==> config.mk <==
export PLATFORM = sky130hd
export DESIGN_NAME = sel_btn_latch_flat
export DESIGN_NICKNAME = d
export VERILOG_FILES = /design/src/rtl/sel_btn_pkg.sv /design/src/rtl/sel_btn_latch_if.sv /design/src/rtl/btn_debounce.sv /design/src/rtl/sel_btn_latch.sv /design/src/flat_wrapper.sv
export SDC_FILE = /design/constraint.sdc
export NUM_CORES = 1
export LEC_CHECK = 0
export ABC_AREA = 1
export CAP_MARGIN = 0
export CORE_UTILIZATION = 34
export CTS_CLUSTER_DIAMETER = 60
export DETAILED_ROUTE_END_ITERATION = 6
export GPL_TIMING_DRIVEN = 0
export PLACE_DENSITY = 0.5
export SYNTH_ARGS = -nofsm -noshare
export SYNTH_HDL_FRONTEND = slang
export SYNTH_SLANG_ARGS = --single-unit
==> constraint.sdc <==
create_clock -name clk -period 1.27 [get_ports clk]
set_input_delay 0.254 -clock clk [delete_from_list [all_inputs] [get_ports clk]]
set_output_delay 0.254 -clock clk [all_outputs]
set_load 0.02 [all_outputs]
==> src/rtl/sel_btn_pkg.sv <==
// Shared constants and helpers for the button/LED channel selector.
package sel_btn_pkg;

    localparam logic MODE_GATE   = 1'b0;
    localparam logic MODE_TOGGLE = 1'b1;

    // Counter only ever reaches DEB_CYCLES-1, so this width never wraps.
    function automatic int deb_cnt_w(input int deb_cycles);
        return (deb_cycles < 1) ? 1 : $clog2(deb_cycles + 1);
    endfunction

endpackage

==> src/rtl/sel_btn_latch_if.sv <==
// Board-side bundle: slide switches, clear, raw buttons in; LED drive out.
interface sel_btn_latch_if #(
    parameter int N_CH = 4
);
    localparam int SEL_W = $clog2(N_CH);

    logic [SEL_W-1:0] sw;
    logic             mode;
    logic             clr;
    logic [N_CH-1:0]  btn;
    logic [N_CH-1:0]  led;

    modport master (output sw, mode, clr, btn, input led);
    modport slave  (input sw, mode, clr, btn, output led);

endinterface

==> src/rtl/btn_debounce.sv <==
// One button channel: 2-flop synchroniser, stable-count debounce, rising-edge detect.
module btn_debounce
    import sel_btn_pkg::*;
#(
    parameter int DEB_CYCLES = 4
) (
    input  logic clk,
    input  logic rst_n,
    input  logic raw,
    output logic deb,
    output logic rise
);

    localparam int CW = deb_cnt_w(DEB_CYCLES);

    logic [1:0]    sync;
    logic [CW-1:0] cnt;
    logic          deb_d;

    always_ff @(posedge clk or negedge rst_n) begin
        if (!rst_n) begin
            sync  <= '0;
            cnt   <= '0;
            deb   <= 1'b0;
            deb_d <= 1'b0;
        end else begin
            sync  <= {sync[0], raw};
            deb_d <= deb;
            if (sync[1] == deb) begin
                cnt <= '0;
            end else if (cnt == CW'(DEB_CYCLES - 1)) begin
                // Input has differed for DEB_CYCLES consecutive cycles: accept it.
                deb <= ~deb;
                cnt <= '0;
            end else begin
                cnt <= cnt + CW'(1);
            end
        end
    end

    assign rise = deb & ~deb_d;

endmodule

==> src/rtl/sel_btn_latch.sv <==
// Channel selector: switches pick one channel, its debounced button gates or toggles its LED.
module sel_btn_latch
    import sel_btn_pkg::*;
#(
    parameter  int N_CH       = 4,
    parameter  int DEB_CYCLES = 4,
    localparam int SEL_W      = $clog2(N_CH)
) (
    input  logic           clk,
    input  logic           rst_n,
    sel_btn_latch_if.slave bus
);

    logic [1:0][SEL_W-1:0] sw_sync;
    logic [1:0]            mode_sync;
    logic [N_CH-1:0]       deb;
    logic [N_CH-1:0]       rise;
    logic [N_CH-1:0]       sel;
    logic [N_CH-1:0]       lat;

    always_ff @(posedge clk or negedge rst_n) begin
        if (!rst_n) begin
            sw_sync   <= '0;
            mode_sync <= '0;
        end else begin
            sw_sync   <= {sw_sync[0], bus.sw};
            mode_sync <= {mode_sync[0], bus.mode};
        end
    end

    // Out-of-range select codes (non-power-of-two N_CH) match no channel.
    for (genvar i = 0; i < N_CH; i++) begin : g_ch
        btn_debounce #(
            .DEB_CYCLES(DEB_CYCLES)
        ) u_deb (
            .clk  (clk),
            .rst_n(rst_n),
            .raw  (bus.btn[i]),
            .deb  (deb[i]),
            .rise (rise[i])
        );
        assign sel[i] = (sw_sync[1] == SEL_W'(i));
    end

    // Latches run in both modes; clear beats a same-cycle press.
    always_ff @(posedge clk or negedge rst_n) begin
        if (!rst_n)       lat <= '0;
        else if (bus.clr) lat <= '0;
        else              lat <= lat ^ (rise & sel);
    end

    always_ff @(posedge clk or negedge rst_n) begin
        if (!rst_n)                           bus.led <= '0;
        else if (mode_sync[1] == MODE_TOGGLE) bus.led <= lat;
        else                                  bus.led <= deb & sel;
    end

endmodule

==> src/flat_wrapper.sv <==
// flat-port wrapper written by rule: the top's interface ports become plain ports
module sel_btn_latch_flat import sel_btn_pkg::*;
#(
    parameter  int N_CH       = 4,
    parameter  int DEB_CYCLES = 4,
    localparam int SEL_W      = $clog2(N_CH)
)
  (clk, rst_n, bus_sw, bus_mode, bus_clr, bus_btn, bus_led);
  sel_btn_latch_if #(.N_CH(N_CH)) bus_i ();
  input  logic clk;
  input  logic rst_n;
  input wire logic [$bits(bus_i.sw)-1:0] bus_sw;
  input wire logic [$bits(bus_i.mode)-1:0] bus_mode;
  input wire logic [$bits(bus_i.clr)-1:0] bus_clr;
  input wire logic [$bits(bus_i.btn)-1:0] bus_btn;
  output wire logic [$bits(bus_i.led)-1:0] bus_led;
  assign bus_i.sw = bus_sw;
  assign bus_i.mode = bus_mode;
  assign bus_i.clr = bus_clr;
  assign bus_i.btn = bus_btn;
  assign bus_led = bus_i.led;
  sel_btn_latch #(.N_CH(N_CH), .DEB_CYCLES(DEB_CYCLES)) u_core (.clk(clk), .rst_n(rst_n), .bus(bus_i));
endmodule
Yosys cells after proc, flatten, opt, wreduce, memory -nomap -nowiden. Index checks and enable logic that the tools add are counted.

Register bits after elaboration: 42. Input port bits: 10. Output and inout port bits: 4. Logic and storage cells: 70.

Mux-type cells: 10. Reductions and logical operators: 5. $add $sub $neg: 4. Bitwise gates (word level): 19. Equal/unequal tests: 11.

Operator list (count): 3-bit two-way mux (8); 3-bit by 1-bit adder with 3-bit output (second input constant) (4); 3-bit by 2-bit == test with 1-bit output (second input constant) (4); 1-bit inverter (12); 4-bit bitwise AND (2); 4-bit two-way mux (2); 2-bit AND reduction (4); 1-bit bitwise AND (4); 1-bit == test (4); 2-bit == test (second input constant) (2); 4-bit XOR (1); 2-bit by 1-bit == test with 1-bit output (second input constant) (1); 2-bit logical NOT (1).

Logic depth before layout (Yosys ltp).
Depth after elaboration: 5. Mapped depth: 5. Depth with buffers taken out: 5.

Hierarchy. A second synthesis with hierarchy kept.

Cells, all modules: 160. Area, all modules: 1587.8 µm².

Modules (own cells, without submodules): btn_debounce (cells each 27, instances 4, area an instance 267.8 µm², seq. area each 175.2 µm²); sel_btn_latch (cells each 52, instances 1, area an instance 516.7 µm², seq. area each 350.3 µm²).

Worst setup path before layout. OpenSTA, ideal clock, no wires.

Path kind: reg-to-reg. Start: register u_core.g_ch[3].u_deb.cnt[0]. End: register u_core.g_ch[3].u_deb.deb. Setup slack: 0.359 ns. Path buffers: 0. Period minus slack after synthesis: 0.911 ns. Stages on the path, launching flop included: 6. Data required time: 1.144 ns. Library setup time: 0.126 ns. Arrival time: 0.784 ns. Path through: dfrtp_1 > ha_1 > nand2_1 > inv_1 > nand2_1 > o21ai_0.

Cells in the longest elaborated chain, start to end: 2.

Ends and longest elaborated chain: start, declared (line btn_debounce.sv:17) `logic [CW-1:0] cnt;`; start signal, assigned (line btn_debounce.sv:36) `cnt <= cnt + CW'(1);`; 3-bit by 2-bit == test with 1-bit output (line btn_debounce.sv:31) `end else if (cnt == CW'(DEB_CYCLES - 1)) begin`; 2-bit AND reduction (no source line); end signal, assigned (line btn_debounce.sv:33) `deb <= ~deb;`; end, declared (line btn_debounce.sv:10) `output logic deb,`.

No other way between the ends. A chain may end at the register's enable or synchronous reset.

Worst setup path in the final report.
Start: register u_core.bus.led[0]. End: output bus_led[0].

RTL lines: start, declared (line sel_btn_latch_if.sv:14) `modport slave (input sw, mode, clr, btn, output led);`; start signal, assigned (line sel_btn_latch.sv:54) `else if (mode_sync[1] == MODE_TOGGLE) bus.led <= lat;`; start signal, assigned (line sel_btn_latch.sv:55) `else bus.led <= deb & sel;`; end, declared (line flat_wrapper.sv:16) `output wire logic [$bits(bus_i.led)-1:0] bus_led;`.

No word-level cell between the ends.

==> results.md <==
* CP Launch Type: flop
* Max-cap viol count at 0
* Syn. warnings at 0
* Final-report hold violation count at 0
* Antenna violation net count after detailed routing at 0
* DIE HEIGHT at 67.84 um
* Layout filler cell count at 378
* Crit-path max FO at 1
* Final-report max-slew violation count at 0
* CP Buf/Inv Count at 1
* Routability cong. at 0.7069
* Outcome: complete, no violations
* Num rows at 23
* Fmax at 822.3 MHz
* Initial core utilization at 36.07%
* Flops & latches, synth at 42
* Area of the die at 4602 um^2
* Worst path top cell family by delay: flip-flops
* Clock Latency Late Sink at 0.29 ns
* Largest area contributor in the netlist: dfrtp_1
* Final net count at 164
* Drt total wl at 2.046 mm
* Hold slack final at 0.08200 ns
* Synthesized area per cell at 11.34 um^2
* Cells after Synth at 130
* Worst hold path class: in -> async
* Clock transition at the registers of the reported paths at 0.07 ns
* R2R depth at 4
* Maximum clock insertion buffer count at 2
* Skew final at 0.005332 ns
* CP peak stage delay at 0.36 ns
* DP HPWL at 1.402 mm
* Antenna cells at 0
* Largest net degree at the start of global routing at 43
* Synth top cells by count: dfrtp_1 (42), nand2_1 (24), inv_1 (15), nor2_1 (13), nor3_1 (8)
* Ranking of synthesized cells by area: dfrtp_1 (71%), nand2_1 (6.1%), inv_1 (3.8%)
* Initial drt markers at 52
* Min cycle time layout at 1.216 ns
* Ys async rst share at 100.0%
* PD cells at 1885 nW/um^2
* Wire length per cell at 10.18 um
* Slowest CP cell: dfrtp_1
* DRT Pass-1 Iters at 2
* Root Buffer: clkbuf_8
* Critical Path AT at 0.96 ns
* Share of cells above drive strength 1 at 7.947%
* Die width at 67.84 um
* Most numerous cell in the Yosys netlist: dfrtp_1
* Number of enable flip-flop cells after synthesis at 0
* Crit-path cells: dlygate4sd2_1
* Most used DFF post-synth: dfrtp_1
* Worst VDD drop at 0.9206 mV
* Post-synthesis net count at 144
* Setup-failing EPs final at 0
* Cell variety after synth at 14
* Dpl ws at 0.1095 ns
* RSZ-0062 raised after global routing: false
* WS Path Type: reg -> out
* CTS Buf Count at 5
* Via count at 865
* CTS sink count at 42
* Critical Path RT at 1.02 ns
* Vias in the first global route at 834
* H-tree depth at 2
* Antenna violations before repair at 0
* Worst path depth at 1
* Core area at 4086 um^2
* DRC violations left at 0
* DP Cell Count at 193
* Register area share after synthesis at 71.31%
* Total I/O pin count at 14
* Gr ovfl total at 0
* Worst relative slew slack at 40.65%
* Worst slew pin tran at 0.8902 ns
* Final WS setup at 0.05389 ns
* Total track usage at 10.63%
* Synthesis-to-layout area growth at 19.78%
* CP endpoint kind: primary output
* Final period util at 95.76%
* CTS tree: done
* PortBufs at 13
* Yosys top cell area share at 71.31%
* First-pass GRT wire length at 3.450 mm
* Mapped Area at 1474 um^2
* P_leak at 0.8894 nW
* Drt via density at 4.303
* Post-Layout Cell Count at 201
-- what timing repair did --
item                       CTS  global route
hold buffers                 0             0
gates resized for setup      4             0
setup buffers                0             0
setup endpoints to repair    4             0
-- worst paths after layout --
check                                                 start  slack [ns]                           to
min in group clk                          u_core.sw_sync[0]        0.35            u_core.sw_sync[2]
max in group asynchronous                             rst_n        0.63   u_core.g_ch[3].u_deb.deb_d
worst min register to register            u_core.sw_sync[0]        0.35            u_core.sw_sync[2]
worst max-delay path                      u_core.bus.led[0]        0.05                   bus_led[0]
worst min-delay path                                  rst_n        0.08  u_core.g_ch[2].u_deb.cnt[0]
worst max register to register  u_core.g_ch[3].u_deb.cnt[0]        0.25  u_core.g_ch[3].u_deb.cnt[0]
-- layer usage --
metal / GRT usage (%) / share of wire [%] / up-vias / routed length [um]
met2: 14.85 / 45 / 14 / 920
li1: - / - / 447 / -
met4: 3.906 / 1.0 / 0 / 21
met5: 0 / 0 / - / 0
met1: 13.98 / 49 / 402 / 1001
met3: 5.500 / 5.0 / 2 / 103
-- cell type report --
cell class,count,area [um^2],share of cell area (%)
clock buffer,5,68.82,3.898
timing repair buffer,13,120.1,6.804
inverter,17,63.81,3.614
multi-input combinational,71,359.1,20.34
sequential,42,1051,59.53
clock inverter,3,40.04,2.268
tap,50,62.56,3.544
-- where the power goes --
part           switching, mW  internal (mW)
registers              0.149           1.60
logic                  0.323          0.242
clock network          0.434          0.578
-- metrics by stage --
stage	utilization, %	cell area, um^2	total power [mW]	setup TNS (ns)
CTS	43.20	1765	3.381	0
detailed placement	40.66	1662	2.368	0
finish	43.20	1765	3.328	0
global route	43.20	1765	3.542	0
global placement	40.78	1667	2.327	-45.05
floorplan	-	1474	2.168	0
-- cells by family after synthesis --
family / count (synthesis) / share of synthesized area [%]
adder cells (fa/ha/maj): 4 / 3.396
XOR/XNOR: 4 / 2.377
AO/OA/AOI/OAI: 9 / 3.226
buffers and inverters: 17 / 4.329
AND/OR/NAND/NOR: 54 / 15.37
flip-flops: 42 / 71.31
-- sequential cells by signal, summed over array words and instances (netlist names) --
register	count
u_core.g_ch.u_deb.sync	8
u_core.bus.led	4
u_core.sw_sync	4
u_core.g_ch.u_deb.deb	4
u_core.mode_sync	2
u_core.g_ch.u_deb.deb_d	4
u_core.g_ch.u_deb.cnt	12
u_core.lat	4
-- layout by cell type, fill, tap and decap left out --
cell	synthesis	layout
dfrtp_1	42	42
nand2_1	24	24
inv_1	15	15
nor2_1	13	13
nor3_1	8	8
clkdlybuf4s50_1	0	8
nand3_1	7	7
clkbuf_8	0	5
xnor2_1	4	4
a21oi_1	4	4
o21ai_0	4	4
ha_1	4	4
dlygate4sd2_1	0	4
nor2_2	2	2
clkinv_2	0	2
inv_2	1	1
clkinv_1	1	1
o31ai_1	1	1
bufinv_16	0	1
buf_2	0	1
Power figures use the tool's default switching activity.
